**src/rtl/mvm_pkg.sv**
```systemverilog
`default_nettype none
// ============================================================================
// Module   : mvm_pkg
// Purpose  : Shared types and constants for the matrix-vector multiply block.
// Revision : 1.0
// ============================================================================
package mvm_pkg;

    localparam int LINE_W         = 64;
    localparam int DEFAULT_DATA_W = 8;
    localparam int RESULT_W       = DEFAULT_DATA_W * 3;

    typedef enum logic [2:0] {
        IDLE      = 3'd0,
        CLEAR     = 3'd1,
        REQ       = 3'd2,
        WAIT_DATA = 3'd3,
        LAUNCH    = 3'd4,
        COMPUTE   = 3'd5
    } seq_state_t;

    // Active-low seven-segment patterns, bit order {g,f,e,d,c,b,a}
    localparam logic [6:0] HEX_BLANK = 7'b111_1111;

    function automatic logic [6:0] hex7(input logic [3:0] nib);
        logic [6:0] seg;
        case (nib)
            4'h0: seg = 7'b100_0000;
            4'h1: seg = 7'b111_1001;
            4'h2: seg = 7'b010_0100;
            4'h3: seg = 7'b011_0000;
            4'h4: seg = 7'b001_1001;
            4'h5: seg = 7'b001_0010;
            4'h6: seg = 7'b000_0010;
            4'h7: seg = 7'b111_1000;
            4'h8: seg = 7'b000_0000;
            4'h9: seg = 7'b001_0000;
            4'hA: seg = 7'b000_1000;
            4'hB: seg = 7'b000_0011;
            4'hC: seg = 7'b100_0110;
            4'hD: seg = 7'b010_0001;
            4'hE: seg = 7'b000_0110;
            default: seg = 7'b000_1110;
        endcase
        return seg;
    endfunction

endpackage
`default_nettype wire

```
**src/rtl/mvm_load_sequencer_avmm_read_port.sv**
```systemverilog
`default_nettype none
// ============================================================================
// Module   : avmm_read_port
// Purpose  : Single-outstanding Avalon-MM read handshake with data timeout.
// Revision : 1.0
// ============================================================================
module avmm_read_port #(
    parameter int ADDR_W  = 32,
    parameter int TIMEOUT = 255
) (
    input  logic              clk,
    input  logic              rst,
    input  logic              req_en,
    input  logic              wait_en,
    input  logic [ADDR_W-1:0] addr,
    output logic [ADDR_W-1:0] mem_address,
    output logic              mem_read,
    input  logic              mem_waitrequest,
    input  logic              mem_readdatavalid,
    output logic              accepted,
    output logic              beat_valid,
    output logic              timeout
);
    localparam int CNT_W = $clog2(TIMEOUT + 1);

    logic [CNT_W-1:0] wait_cnt;

    // Request and address are held for as long as the FSM sits in REQ.
    assign mem_read    = req_en;
    assign mem_address = req_en ? addr : '0;
    assign accepted    = req_en && !mem_waitrequest;
    assign beat_valid  = wait_en && mem_readdatavalid;
    assign timeout     = wait_en && !mem_readdatavalid && (wait_cnt == CNT_W'(TIMEOUT - 1));

    always_ff @(posedge clk) begin
        if (rst) begin
            wait_cnt <= '0;
        end else if (accepted) begin
            wait_cnt <= '0;
        end else if (wait_en && !mem_readdatavalid && !timeout) begin
            wait_cnt <= wait_cnt + CNT_W'(1);
        end
    end

endmodule
`default_nettype wire

```
**src/rtl/mvm_load_sequencer.sv**
```systemverilog
`default_nettype none
// ============================================================================
// Module   : mvm_load_sequencer
// Purpose  : Fetches DEPTH rows and one vector line, then runs one multiply.
// Revision : 1.0
// ============================================================================
module mvm_load_sequencer
    import mvm_pkg::*;
#(
    parameter int DEPTH      = 8,
    parameter int DATA_WIDTH = 8,
    parameter int ADDR_W     = 32,
    parameter int TIMEOUT    = 255
) (
    input  logic                          clk,
    input  logic                          rst,
    input  logic                          start,
    input  logic [ADDR_W-1:0]             base_addr,
    output logic                          busy,
    output logic                          done,
    output logic                          error,
    output logic                          result_valid,
    output logic [ADDR_W-1:0]             mem_address,
    output logic                          mem_read,
    input  logic [LINE_W-1:0]             mem_readdata,
    input  logic                          mem_readdatavalid,
    input  logic                          mem_waitrequest,
    output logic                          mac_clr,
    output logic [DEPTH-1:0]              a_wren,
    output logic                          b_wren,
    output logic [LINE_W-1:0]             fifo_data,
    output logic                          mac_start,
    input  logic                          mac_done,
    input  logic [DEPTH*DATA_WIDTH*3-1:0] result_in,
    output logic [DEPTH*DATA_WIDTH*3-1:0] result_out
);
    localparam int IDX_W = $clog2(DEPTH + 1);

    seq_state_t       state, state_nxt;
    logic [IDX_W-1:0] idx;
    logic [ADDR_W-1:0] base;
    logic             wr_phase;
    logic             last_line;
    logic             req_en, wait_en;
    logic             accepted, beat_valid, timeout;

    assign last_line = (idx == IDX_W'(DEPTH));
    assign req_en    = (state == REQ);
    // The write cycle lives inside WAIT_DATA; no new beat is expected then.
    assign wait_en   = (state == WAIT_DATA) && !wr_phase;

    avmm_read_port #(
        .ADDR_W  (ADDR_W),
        .TIMEOUT (TIMEOUT)
    ) u_read_port (
        .clk               (clk),
        .rst               (rst),
        .req_en            (req_en),
        .wait_en           (wait_en),
        .addr              (base + ADDR_W'(idx)),
        .mem_address       (mem_address),
        .mem_read          (mem_read),
        .mem_waitrequest   (mem_waitrequest),
        .mem_readdatavalid (mem_readdatavalid),
        .accepted          (accepted),
        .beat_valid        (beat_valid),
        .timeout           (timeout)
    );

    always_comb begin
        state_nxt = state;
        case (state)
            IDLE:      if (start) state_nxt = CLEAR;
            CLEAR:     state_nxt = REQ;
            REQ:       if (accepted) state_nxt = WAIT_DATA;
            WAIT_DATA: begin
                if (wr_phase)     state_nxt = last_line ? LAUNCH : REQ;
                else if (timeout) state_nxt = IDLE;
            end
            LAUNCH:    state_nxt = COMPUTE;
            COMPUTE:   if (mac_done) state_nxt = IDLE;
            default:   state_nxt = IDLE;
        endcase
    end

    always_comb begin
        busy      = (state != IDLE);
        mac_clr   = (state == CLEAR);
        mac_start = (state == LAUNCH);
        b_wren    = (state == WAIT_DATA) && wr_phase && last_line;
        a_wren    = '0;
        if ((state == WAIT_DATA) && wr_phase && !last_line) begin
            a_wren = DEPTH'(1) << idx;
        end
    end

    always_ff @(posedge clk) begin
        if (rst) begin
            state        <= IDLE;
            idx          <= '0;
            base         <= '0;
            wr_phase     <= 1'b0;
            fifo_data    <= '0;
            error        <= 1'b0;
            done         <= 1'b0;
            result_valid <= 1'b0;
            result_out   <= '0;
        end else begin
            state <= state_nxt;
            done  <= 1'b0;
            case (state)
                IDLE: begin
                    if (start) begin
                        base         <= base_addr;
                        idx          <= '0;
                        error        <= 1'b0;
                        result_valid <= 1'b0;
                    end
                end
                WAIT_DATA: begin
                    if (wr_phase) begin
                        wr_phase <= 1'b0;
                        idx      <= idx + IDX_W'(1);
                    end else if (beat_valid) begin
                        fifo_data <= mem_readdata;
                        wr_phase  <= 1'b1;
                    end else if (timeout) begin
                        error <= 1'b1;
                    end
                end
                COMPUTE: begin
                    if (mac_done) begin
                        result_out   <= result_in;
                        done         <= 1'b1;
                        result_valid <= 1'b1;
                    end
                end
                default: ;
            endcase
        end
    end

endmodule
`default_nettype wire

```
**config.mk**
```make
export PLATFORM = sky130hd
export DESIGN_NAME = mvm_load_sequencer
export DESIGN_NICKNAME = d
export VERILOG_FILES = /design/src/rtl/mvm_pkg.sv /design/src/rtl/mvm_load_sequencer_avmm_read_port.sv /design/src/rtl/mvm_load_sequencer.sv
export SDC_FILE = /design/constraint.sdc
export NUM_CORES = 1
export LEC_CHECK = 0
export ABC_AREA = 1
export CAP_MARGIN = 30
export CORE_AREA = 2 2 230 232
export CTS_CLUSTER_SIZE = 20
export DETAILED_ROUTE_END_ITERATION = 6
export DIE_AREA = 0 0 232 234
export GPL_TIMING_DRIVEN = 0
export PLACE_DENSITY_LB_ADDON = 0.2
export SETUP_SLACK_MARGIN = 0.5
export SLEW_MARGIN = 20
export SYNTH_ARGS = -nofsm -noshare
export SYNTH_HDL_FRONTEND = slang
export SYNTH_SLANG_ARGS = --single-unit
```
**constraint.sdc**
```tcl
create_clock -name clk -period 4 [get_ports clk]
set_input_delay 0.8 -clock clk [delete_from_list [all_inputs] [get_ports clk]]
set_output_delay 0.8 -clock clk [all_outputs]
set_load 0.1 [all_outputs]
```
==> qor.yml, run 1 <==
status: "complete, no violations"
yosysUniqueCellTypes: 31
route.vias.total: 14180
peakVddDrop_uv: 265.8
stdcell_count: 3117
wl_mm: 56.03
antenna_found_initial: 10
syn2layout_area_growth_pct: 74.50
grt_pass1_wl_mm: 82.48
clock.fmax_ghz: 0.2938
switching_power_mw: 2.262
rrSetupSlack_ps: 2210
gr-total-overflow: 0
period_needed_ps: 3403
crit_top_cell: "buf_6"
p_leak_nw: 7.660
finalHoldViolations: 0
syn_inst: 1702
post-route-drc-count: 0
ys_warn_count: 0
row_count: 84
pwr-share-comb_pct: 16.1
hp-class: "register to register"
yosysSeqAreaShare_pct: 47.87
dpl_cell_area_mm2: 0.02091
slew_headroom_pct: 29.11
cts-htree-levels: 2
wl_per_cell_um: 17.98
drt-pass1-iter-count: 6
swShare_pct: 28.06
grt_pass1_vias: 14210
final_area_mm2: 0.02240
ys_ff_latch: 307
initialDrtViolationCount: 609
intPower_mw: 5.799
seq_power_share_pct: 39.7
hold_path_end: "result_out[84]"
fin_crit_sh_pct: 85.09
path_cells: "ha_4, inv_1, fa_2, inv_2, nand2_1, nand2_2, nand3b_1, buf_6, nor2_4, buf_6, o21ai_1, a21oi_2, buf_8"
nets: 2697
drv_cap: 0
synthesis.nets: 2009
io-pin-count: 598
syn_area_mm2: 0.01284
ant_nets: 0
synth_top_area_cell: "dfxtp_1"
grt_max_degree: 12
clk_path_buf_depth: 3
timing.rr.start: "state[1]"
fin_util_pct: 43.06
worstSetupStartpointType: "register"
gr-usage-all-layers_pct: 19.67
cts_hold_buf: 0
start_util_pct: 24.68
cts_tree: "done"
synth.avg_cell_area_um2: 7.543
critical_path_required_ps: 3200
clkSinkCount: 307
power.density_mw_per_mm2: 359.8
vias_per_cell: 4.550
final_layout_size_suffix_gt1_share_pct: 13.05
dieArea_mm2: 0.05429
skew_ps: 19.88
endpoint_kind: "primary output"
crit_path_top_delay_cell: "dfxtp_4"
yosys-top-cells-area: "dfxtp_1, nand2_1, a21oi_1"
cp.arrival_ps: 2600
clkLatencyLatePin_ps: 560
min_from: "result_out[84]"
crit_type: "register to primary output"
hold_depth: 2
rsz0062_at_grt: "yes"
n_fill_cell: 5168
cts_root_buffer: "clkbuf_16"
place_hpwl_mm: 43.62
post-place-cells: 3029
path_delay_family: "buffers and inverters"
finalSetupViolCount: 0
r2r-end: "result_out[0]"
p_clk_share_pct: 44.2
io_buffer_count: 595
total_power_mw: 8.062
die_w_um: 232
coreArea_mm2: 0.05202
cp-startpoint: "idx[0]"
cp_max_fo: 5
cts_buffers: 39
critPathMaxStageDelay_ps: 360
path_buf_inv: 5
tightest_slew_ps: 1060
rr_worst_depth: 8
fp.dieH_um: 234
gp_congestion: 0.9212
path_clk_slew_ps: 60
synth_top_area_share_pct: 47.87
slew_violations: 0
[final cells by class]
class	count	area (um2)	area share (%)
inverter	66	247.7	1.106
multi-input combinational	1200	5919	26.42
clock inverter	6	78.83	0.3519
buffer	129	618.1	2.759
tap	688	860.8	3.843
sequential	307	6155	27.47
timing repair buffer	647	7264	32.43
clock buffer	66	1239	5.529
antenna	8	20.02	0.08936
[through the flow]
stage                     setup TNS, ps  worst slack [ps]  hold slack (ps)
after floorplan                       0             167.2            443.8
after global placement           -567.3            -231.2            444.9
after detailed placement         -611.7            -236.0            452.1
after CTS                             0             509.4            461.2
after global routing                  0             485.6            476.5
final                                 0             596.5            458.9
[kinds of logic after synthesis]
family / Yosys count / share of synthesized area [%]
AOI/OAI and AO/OA: 352 / 14.01
buffers and inverters: 195 / 6.744
adders and majority gates: 13 / 1.325
DFF: 307 / 47.87
xor gates and xnor gates: 9 / 0.6140
and+or+nand+nor: 826 / 29.43
[worst max-delay path by stage]
stage                            to  slack (ps)  cells past startpoint
finish              mem_address[14]         600                     13
global route        mem_address[14]         490                     13
CTS                 mem_address[23]         510                     10
detailed placement  mem_address[18]        -240                     13
global placement    mem_address[18]        -230                     13
floorplan                 a_wren[1]         170                      7
[worst register-to-register path, cell delays in order (launching register included)]
cell and delay (ps):
dfxtp_1 290, buf_2 160, inv_1 80, nand3_1 160, inv_2 160, buf_2 310
buf_2 280, nand3_1 140, a21oi_1 160
[what timing repair did]
action | in CTS | in global routing
setup endpoints to repair | 42 | 30
gates resized for setup | 195 | 44
setup buffers | 3 | 2
pin swaps | 2 | 4
[state kept, by name (all words and copies together), names as in the netlist]
register	count
u_read_port.wait_cnt	8
result_out	192
idx	4
base	32
result_valid	1
state	3
error	1
done	1
fifo_data	64
wr_phase	1
[synthesized netlist by cell type, drive strengths merged]
master / count
clkbuf: 61
fa: 1
nor2: 91
o21ai: 39
xor2: 8
dfxtp: 307
buf: 68
nand2: 430
nor3: 10
nand3: 282
a31oi: 1
ha: 12
nand4: 8
xnor2: 1
nor3b: 1
inv: 66
o31ai: 1
or2: 2
and2: 1
a21oi: 311
nand3b: 1
[power by group through the flow]
| stage | registers [mW] | logic [mW] | clock network (mW) |
|---|---|---|---|
| 2_1_floorplan | 3.40 | 0.552 | 0 |
| 3_3_place_gp | 3.26 | 1.25 | 0 |
| 3_5_place_dp | 3.26 | 1.30 | 0 |
| 4_1_cts | 3.20 | 1.30 | 3.67 |
| 5_1_grt | 3.21 | 1.38 | 3.80 |
| 6_report | 3.20 | 1.30 | 3.56 |
[routing by layer]
metal | share of wire, % | vias up | track usage (%)
met2 | 49 | 476 | 33.84
met5 | 0.084 | - | 0
met3 | 8.9 | 77 | 7.162
met1 | 40 | 6569 | 22.43
met4 | 2.2 | 8 | 6.871
li1 | - | 7053 | -
[cells in the final DEF (no fill, tap or decap), drive strengths merged, types with 2 or more instances in the layout]
master and n:
clkdlybuf4s50 553, nand2 430, a21oi 311, dfxtp 307, nand3 282, clkbuf 139
buf 138, nor2 91, inv 67, o21ai 39, ha 12, nor3 10
clkdlybuf4s15 9, diode 8, xor2 8, nand4 8, dlygate4sd2 3, or2 2
clkinvlp 2, clkinv 2
Note: power is estimated with default switching activity, not from simulation.
==> run 2, diff against run 1 <==
CTS_CLUSTER_SIZE = 30   (was 20)
==> results of run 2 <==
The final DEF is identical to that of run 1; final timing and power are the same.
